## config.mk

```make
export PLATFORM = sky130hd
export DESIGN_NAME = fifo_wr_arbiter
export DESIGN_NICKNAME = d
export VERILOG_FILES = /design/src/rtl/fifo_wr_arbiter.sv
export SDC_FILE = /design/constraint.sdc
export NUM_CORES = 1
export LEC_CHECK = 0
export CAP_MARGIN = 25
export CORE_MARGIN = 4
export CORE_UTILIZATION = 34
export DETAILED_ROUTE_END_ITERATION = 16
export MAX_ROUTING_LAYER = met4
export PLACE_DENSITY = 0.79
export RECOVER_POWER = 50
export SYNTH_ARGS = -nofsm -noshare
export SYNTH_HDL_FRONTEND = slang
export SYNTH_SLANG_ARGS = --single-unit
```

## constraint.sdc

```tcl
create_clock -name W_CLK -period 2 [get_ports W_CLK]
set_clock_uncertainty 0.05 [all_clocks]
set_input_delay 0.4 -clock W_CLK [delete_from_list [all_inputs] [get_ports W_CLK]]
set_output_delay 0.4 -clock W_CLK [all_outputs]
set_load 0.02 [all_outputs]
```

## src/rtl/fifo_wr_arbiter.sv

```systemverilog
// Round-robin arbiter sharing the async FIFO write port among NUM_REQ write-domain requesters.
// Grants one requester per burst (packet end or MAX_BURST words), gated combinationally by FULL.
module fifo_wr_arbiter #(
  parameter int NUM_REQ    = 4,
  parameter int DATA_WIDTH = 8,
  parameter int MAX_BURST  = 4
) (
  input  logic                          W_CLK,
  input  logic                          W_RST,
  input  logic [NUM_REQ-1:0]            req_valid,
  input  logic [NUM_REQ-1:0]            req_last,
  input  logic [NUM_REQ*DATA_WIDTH-1:0] req_data,
  output logic [NUM_REQ-1:0]            req_ready,
  input  logic                          FULL,
  output logic                          W_INC,
  output logic [DATA_WIDTH-1:0]         WR_DATA,
  output logic [$clog2(NUM_REQ)-1:0]    grant_id,
  output logic                          busy
);

  localparam int GW    = $clog2(NUM_REQ);
  localparam int CNT_W = $clog2(MAX_BURST + 1);
  localparam logic [CNT_W-1:0] BURST_END = CNT_W'(MAX_BURST);
  localparam logic [GW-1:0]    PTR_RST   = GW'(NUM_REQ - 1);

  typedef enum logic {
    ST_IDLE  = 1'b0,
    ST_GRANT = 1'b1
  } state_t;

  state_t               r_state,     w_state_nxt;
  logic [GW-1:0]        r_grant_id,  w_grant_id_nxt;
  logic [GW-1:0]        r_last_ptr,  w_last_ptr_nxt;
  logic [CNT_W-1:0]     r_burst_cnt, w_burst_cnt_nxt;

  logic                 w_found;
  logic [GW-1:0]        w_pick;
  logic                 w_sel_valid;
  logic                 w_sel_last;
  logic [DATA_WIDTH-1:0] w_sel_data;
  logic [CNT_W-1:0]     w_cnt_inc;

  // First valid requester searching upward from last_ptr+1, wrapping modulo NUM_REQ.
  always_comb begin : rr_search
    int idx;
    idx     = 0;
    w_found = 1'b0;
    w_pick  = r_last_ptr;
    for (int k = 1; k <= NUM_REQ; k++) begin
      idx = (int'(r_last_ptr) + k) % NUM_REQ;
      if (!w_found && req_valid[GW'(idx)]) begin
        w_found = 1'b1;
        w_pick  = GW'(idx);
      end
    end
  end

  always_comb begin
    w_sel_valid = req_valid[r_grant_id];
    w_sel_last  = req_last[r_grant_id];
    w_sel_data  = '0;
    for (int i = 0; i < NUM_REQ; i++) begin
      if (r_grant_id == GW'(i)) w_sel_data = req_data[i*DATA_WIDTH +: DATA_WIDTH];
    end
  end

  assign w_cnt_inc = r_burst_cnt + CNT_W'(1);

  // NOTE: every variable driven here gets a default first, so no path can infer a latch.
  always_comb begin
    w_state_nxt     = r_state;
    w_grant_id_nxt  = r_grant_id;
    w_last_ptr_nxt  = r_last_ptr;
    w_burst_cnt_nxt = r_burst_cnt;
    req_ready       = '0;
    W_INC           = 1'b0;
    WR_DATA         = '0;

    case (r_state)
      ST_IDLE: begin
        if (w_found) begin
          w_state_nxt     = ST_GRANT;
          w_grant_id_nxt  = w_pick;
          w_burst_cnt_nxt = '0;
        end
      end
      ST_GRANT: begin
        if (!FULL) req_ready = NUM_REQ'(1) << r_grant_id;
        W_INC = w_sel_valid & ~FULL;
        if (W_INC) begin
          WR_DATA         = w_sel_data;
          w_burst_cnt_nxt = w_cnt_inc;
        end
        // Leave on packet end, on the burst cap, or when the grantee abandons the grant.
        if ((W_INC && (w_sel_last || w_cnt_inc == BURST_END)) || !w_sel_valid) begin
          w_state_nxt    = ST_IDLE;
          w_last_ptr_nxt = r_grant_id;
        end
      end
      default: w_state_nxt = ST_IDLE;
    endcase
  end

  // NOTE: state is updated with non-blocking assignments; reset is asynchronous and active-low.
  always_ff @(posedge W_CLK or negedge W_RST) begin
    if (!W_RST) begin
      r_state     <= ST_IDLE;
      r_grant_id  <= '0;
      r_last_ptr  <= PTR_RST;
      r_burst_cnt <= '0;
    end else begin
      r_state     <= w_state_nxt;
      r_grant_id  <= w_grant_id_nxt;
      r_last_ptr  <= w_last_ptr_nxt;
      r_burst_cnt <= w_burst_cnt_nxt;
    end
  end

  assign grant_id = r_grant_id;
  assign busy     = (r_state == ST_GRANT);

endmodule

```

* Yosys cells after proc, flatten, opt, wreduce, memory -nomap -nowiden
Index checks and enable logic that the tools add are counted.
** Word-level totals
- Output and inout port bits :: 16
- Register bits after elaboration :: 8
- Input port bits :: 43
** Cells by class
- Muxes and demuxes :: 39
- Shift operators :: 1
- Order comparisons :: 5
- Bitwise gates (word level) :: 3
- Reduce and logical (&&, ||, !) cells :: 14
- Eq/ne operators :: 6
- $add $sub $neg :: 5
** Operators by type and width (number)
- 8-bit 2-to-1 mux :: 6
- 1-bit 2-to-1 mux :: 17
- 2-bit by 4-bit < comparator with 1-bit output, second input constant :: 4
- 1-bit binary-select mux with 2-bit select :: 6
- 2-bit 2-to-1 mux :: 4
- 4-bit 2-to-1 mux :: 2
- 3-bit 2-to-1 mux :: 2
- 3-bit case mux with 2 select lines :: 1
- 2-bit AND reduction :: 3
- 2-bit by 1-bit adder with 2-bit output, second input constant :: 2
- 2-bit adder, second input constant :: 2
- 2-bit == test, second input constant :: 2
- 1-bit logical AND :: 4
- 1-bit logical NOT :: 4
- 1-bit by 2-bit left shift with 4-bit output, first input constant :: 1
- 3-bit by 1-bit adder with 3-bit output, second input constant :: 1
- 3-bit == test, second input constant :: 1
- 2-bit by 3-bit < comparator with 1-bit output, second input constant :: 1
- 2-bit by 1-bit == test with 1-bit output, second input constant :: 1
- 2-bit logical NOT :: 1
- 1-bit logical OR :: 2
- 2-bit by 1-bit != test with 1-bit output, second input constant :: 1
- 2-bit != test, second input constant :: 1
- 1-bit NOT :: 2
- 2 further kinds :: 2

* Longest topological paths before layout
- Depth in word-level cells :: 16
- Mapped depth :: 6
- Mapped depth without buffers :: 5

* Worst setup path before layout
OpenSTA, ideal clock, no wires.
- Path type :: flip-flop to output port
- Start point :: register r_grant_id[0] (netlist: grant_id[0])
- End point :: output port WR_DATA[0]
- Data arrival time :: 1591 ps
- Path slack :: -41 ps
- Required time :: 1550 ps
- Stages on the path, launching flop included :: 5
- Cells stage by stage :: dfrtp_1 buf_6 buf_2 mux4_2 and3_1
** Between the ends
- Word-level cells in the longest chain between the ends :: 7
- Elaborated cells between the ends (all ways) :: 13
- Those cells by class :: eq/ne: 3; mux: 8; bitwise: 1; reduce/logical: 1
** RTL lines
- from (decl) :: line 32 : logic [GW-1:0] r_grant_id, w_grant_id_nxt;
- from (signal assigned) :: line 113 : r_grant_id <= w_grant_id_nxt;
- 2-bit logical NOT :: line 63 : if (r_grant_id == GW'(i)) w_sel_data = req_data[i*DATA_WIDTH +: DATA_WIDTH];
- 8-bit 2-to-1 mux (4 in series) :: line 63
- 8-bit 2-to-1 mux * :: line 90 : if (W_INC) begin
- 8-bit 2-to-1 mux * :: line 79 : case (r_state)
- to (decl) :: line 16 : output logic [DATA_WIDTH-1:0] WR_DATA,
Every way passes the cells marked *; elsewhere a longest branch is shown, timed or not. The select of a mux whose other input is x is not followed.

* Worst setup path after layout
- Start point :: register r_grant_id[0] (netlist: grant_id[0])
- End point :: output port WR_DATA[5]
The elaborated chain is that of the path after synthesis.

==> reports/results.ini <==
[detailed_routing]
finalWirelength_um=3680
postRouteAntennaNets=0
drtPass1Iterations=4
drt-initial-drc-count=23
drc_errors=0
via_count=1051
vias_per_cell=5.42
detail_route.wl_per_cell_um=19.0

[power]
p_leak_nw=0.775
ir_drop_v=0.000802
p_per_area_nw_per_um2=1190
finalPower_mw=2.04

[critical_path]
cp_max_fo=4
cp-end-kind=primary output
r2r_slack_ps=30
start_kind=flop
r2r-end=r_last_ptr[1]$_DFFE_PN1P_
crit_type=reg -> out
ff2ff_path_depth=7
crit-reg2reg-launch=grant_id[0]$_DFFE_PN0P_
cp.arrival_ps=1710
required_ps=1550

[cells_and_area]
seqCellArea_sq_um=205
antennaDiodeCount=0
multi_input_area_sq_um=641
utilization_pct=76.1
area_delta_synth_final_pct=109
fillCellCount=144
final_nets=212
drive_above_1_share_pct=39.2

[cts]
clk_pin_slew_worst_paths_ps=60
clockBufferDepth=2
cts_max_level=1
cts_root_buf=clkbuf_4
cts_tree=done
worst_skew_pair.late_latency_ps=250
cts.sinks=8
cts_buffers=3

[logic_synthesis]
ys_top_cells_by_count=and3_1, nor2_1, mux4_2
synth_compound_area_share_pct=12.0
ys_types=31
yosysMostFrequentCell=and3_1
synthXorXnorAreaFrac_pct=1.07
ys_seq_area_share_pct=24.7
synthArstFlopShare_pct=100
yosysTopAreaCellShare_pct=19.2
synthesis.nets=125
synthFlopType=dfrtp_1
syn_area_sq_um=822
avgSynthCellArea_sq_um=10.3
ys_ff_latch=8
synth.area.mux_share_pct=33.2
synth_area_leaders=mux4_2, dfrtp_1, and3_1, dfstp_2, mux4_1
synth_cells=80
synth_enable_flop_cells=0
synth_top_family_by_area=multiplexers
synth-adder-area-share_pct=3.04
yosys_warnings=0
synth-simple-area-share_pct=21.2
yosys.area.top_type=mux4_2

[die]
die_width_um=57.2
rows=17
coreArea_sq_um=2250
dieHeight_um=57.2
io_pins=59
initial_core_util_pct=36.5
dieArea_sq_um=3270

[outcome]
violations=negative setup slack
status=complete, but fails checks

[timing]
maxSlewViolCount=0
fmax_ghz=0.463
holdWs_ps=447
final-hold-violation-count=0
rsz0062_at_grt=true
worst_pin_slew_ps=379
post-route-min-period_ps=2160
slew_headroom_pct=74.7
setup-violations-final=9
min_period_over_period_pct=108
timing.final.ws_setup_ps=-159

[min_path]
hold_path_class=in -> async

[global_route]
gr-total-overflow=0
grtUsageMet3_pct=6.11
first_global_vias=1069
grt_max_degree=13
antenna_found_initial=0
grt_use_total_pct=21.7
top_usage_layer=met2
use_met2_pct=40.1
grt_first_pass_wirelength_um=5350
grt.met1_usage_pct=22.5

[place]
dpl.hpwl_um=2500
pre_cts_slack_ps=-606
gp_congestion=0.931
portBuffers=58

[job]
cap_violations=0

## sequential cells by signal (all words and copies together) (netlist names)
signal	count
r_last_ptr	2
r_burst_cnt	3
busy	1
grant_id	2
## cell families (layout without fill, tap and decap cells)
logic type,count (synthesis),in the layout
xor+xnor,1,1
compound gates,13,13
simple gates,33,33
fa+ha+maj,2,2
flops,8,8
buf+inv,8,93
mux,15,16
## area by class of cell
type | count | area share [%]
Clock buffer | 4 | 1.53
Inverter | 3 | 0.656
Multi-Input combinational cell | 65 | 37.3
Sequential cell | 8 | 12.0
Tap cell | 28 | 2.04
Timing Repair Buffer | 86 | 46.5
## critical path, stage by stage, from the launching register on
cell,delay (ps)
dfrtp_2,390
buf_6,130
buf_6,100
mux4_2,510
and3_4,200
buf_6,130
## power breakdown
part	leakage (nW)	switching [mW]	total, mW	internal [mW]
sequential	0.0941	0.0866	0.341	0.254
clock	0.0150	0.0515	0.128	0.0761
combinational	0.666	0.660	1.57	0.910
total	0.775	0.798	2.04	1.24
## metrics by stage
| step | setup TNS (ps) | cells | cell area [sq um] |
|---|---|---|---|
| floorplan | 0 | 80 | 823 |
| global route | -1600 | 194 | 1720 |
| CTS | -1050 | 189 | 1660 |
| finish | -993 | 194 | 1720 |
| global placement | -6870 | 179 | 1570 |
| detailed placement | -7310 | 179 | 1570 |
## per-layer routing
metal	vias up	wire (um)	share of wire, %
met2	57	1890	51
li1	485	-	-
met1	503	1370	37
met5	-	0	0
met4	0	78	2.1
met3	6	335	9.1
## cells in the final DEF (no fill, tap or decap), types with 5 or more instances in the layout
master / Yosys / layout
o21ai_0: 5 / 5
buf_2: 2 / 5
mux4_2: 7 / 9
nor2_1: 8 / 8
buf_6: 1 / 13
dlygate4sd2_1: 0 / 5
and3_4: 0 / 5
buf_4: 0 / 17
clkdlybuf4s50_1: 0 / 39
## how the worst max path moves through the flow
| stage | start | endpoint | cells past startpoint |
|---|---|---|---|
| floorplan | grant_id[0]$_DFFE_PN0P_ | WR_DATA[0] | 4 |
| global placement | req_valid[3] | W_INC | 5 |
| detailed placement | req_valid[3] | W_INC | 5 |
| CTS | grant_id[0]$_DFFE_PN0P_ | W_INC | 5 |
| global route | grant_id[0]$_DFFE_PN0P_ | WR_DATA[5] | 5 |
| finish | grant_id[0]$_DFFE_PN0P_ | WR_DATA[5] | 5 |
## what timing repair did
item	4_1_cts	5_1_grt
gates cloned	1	0
setup buffers	6	6
pin swaps	2	3
setup endpoints to repair	15	13
resized for setup	67	19
hold buffers	0	0
(Power assumes the default switching activity.)
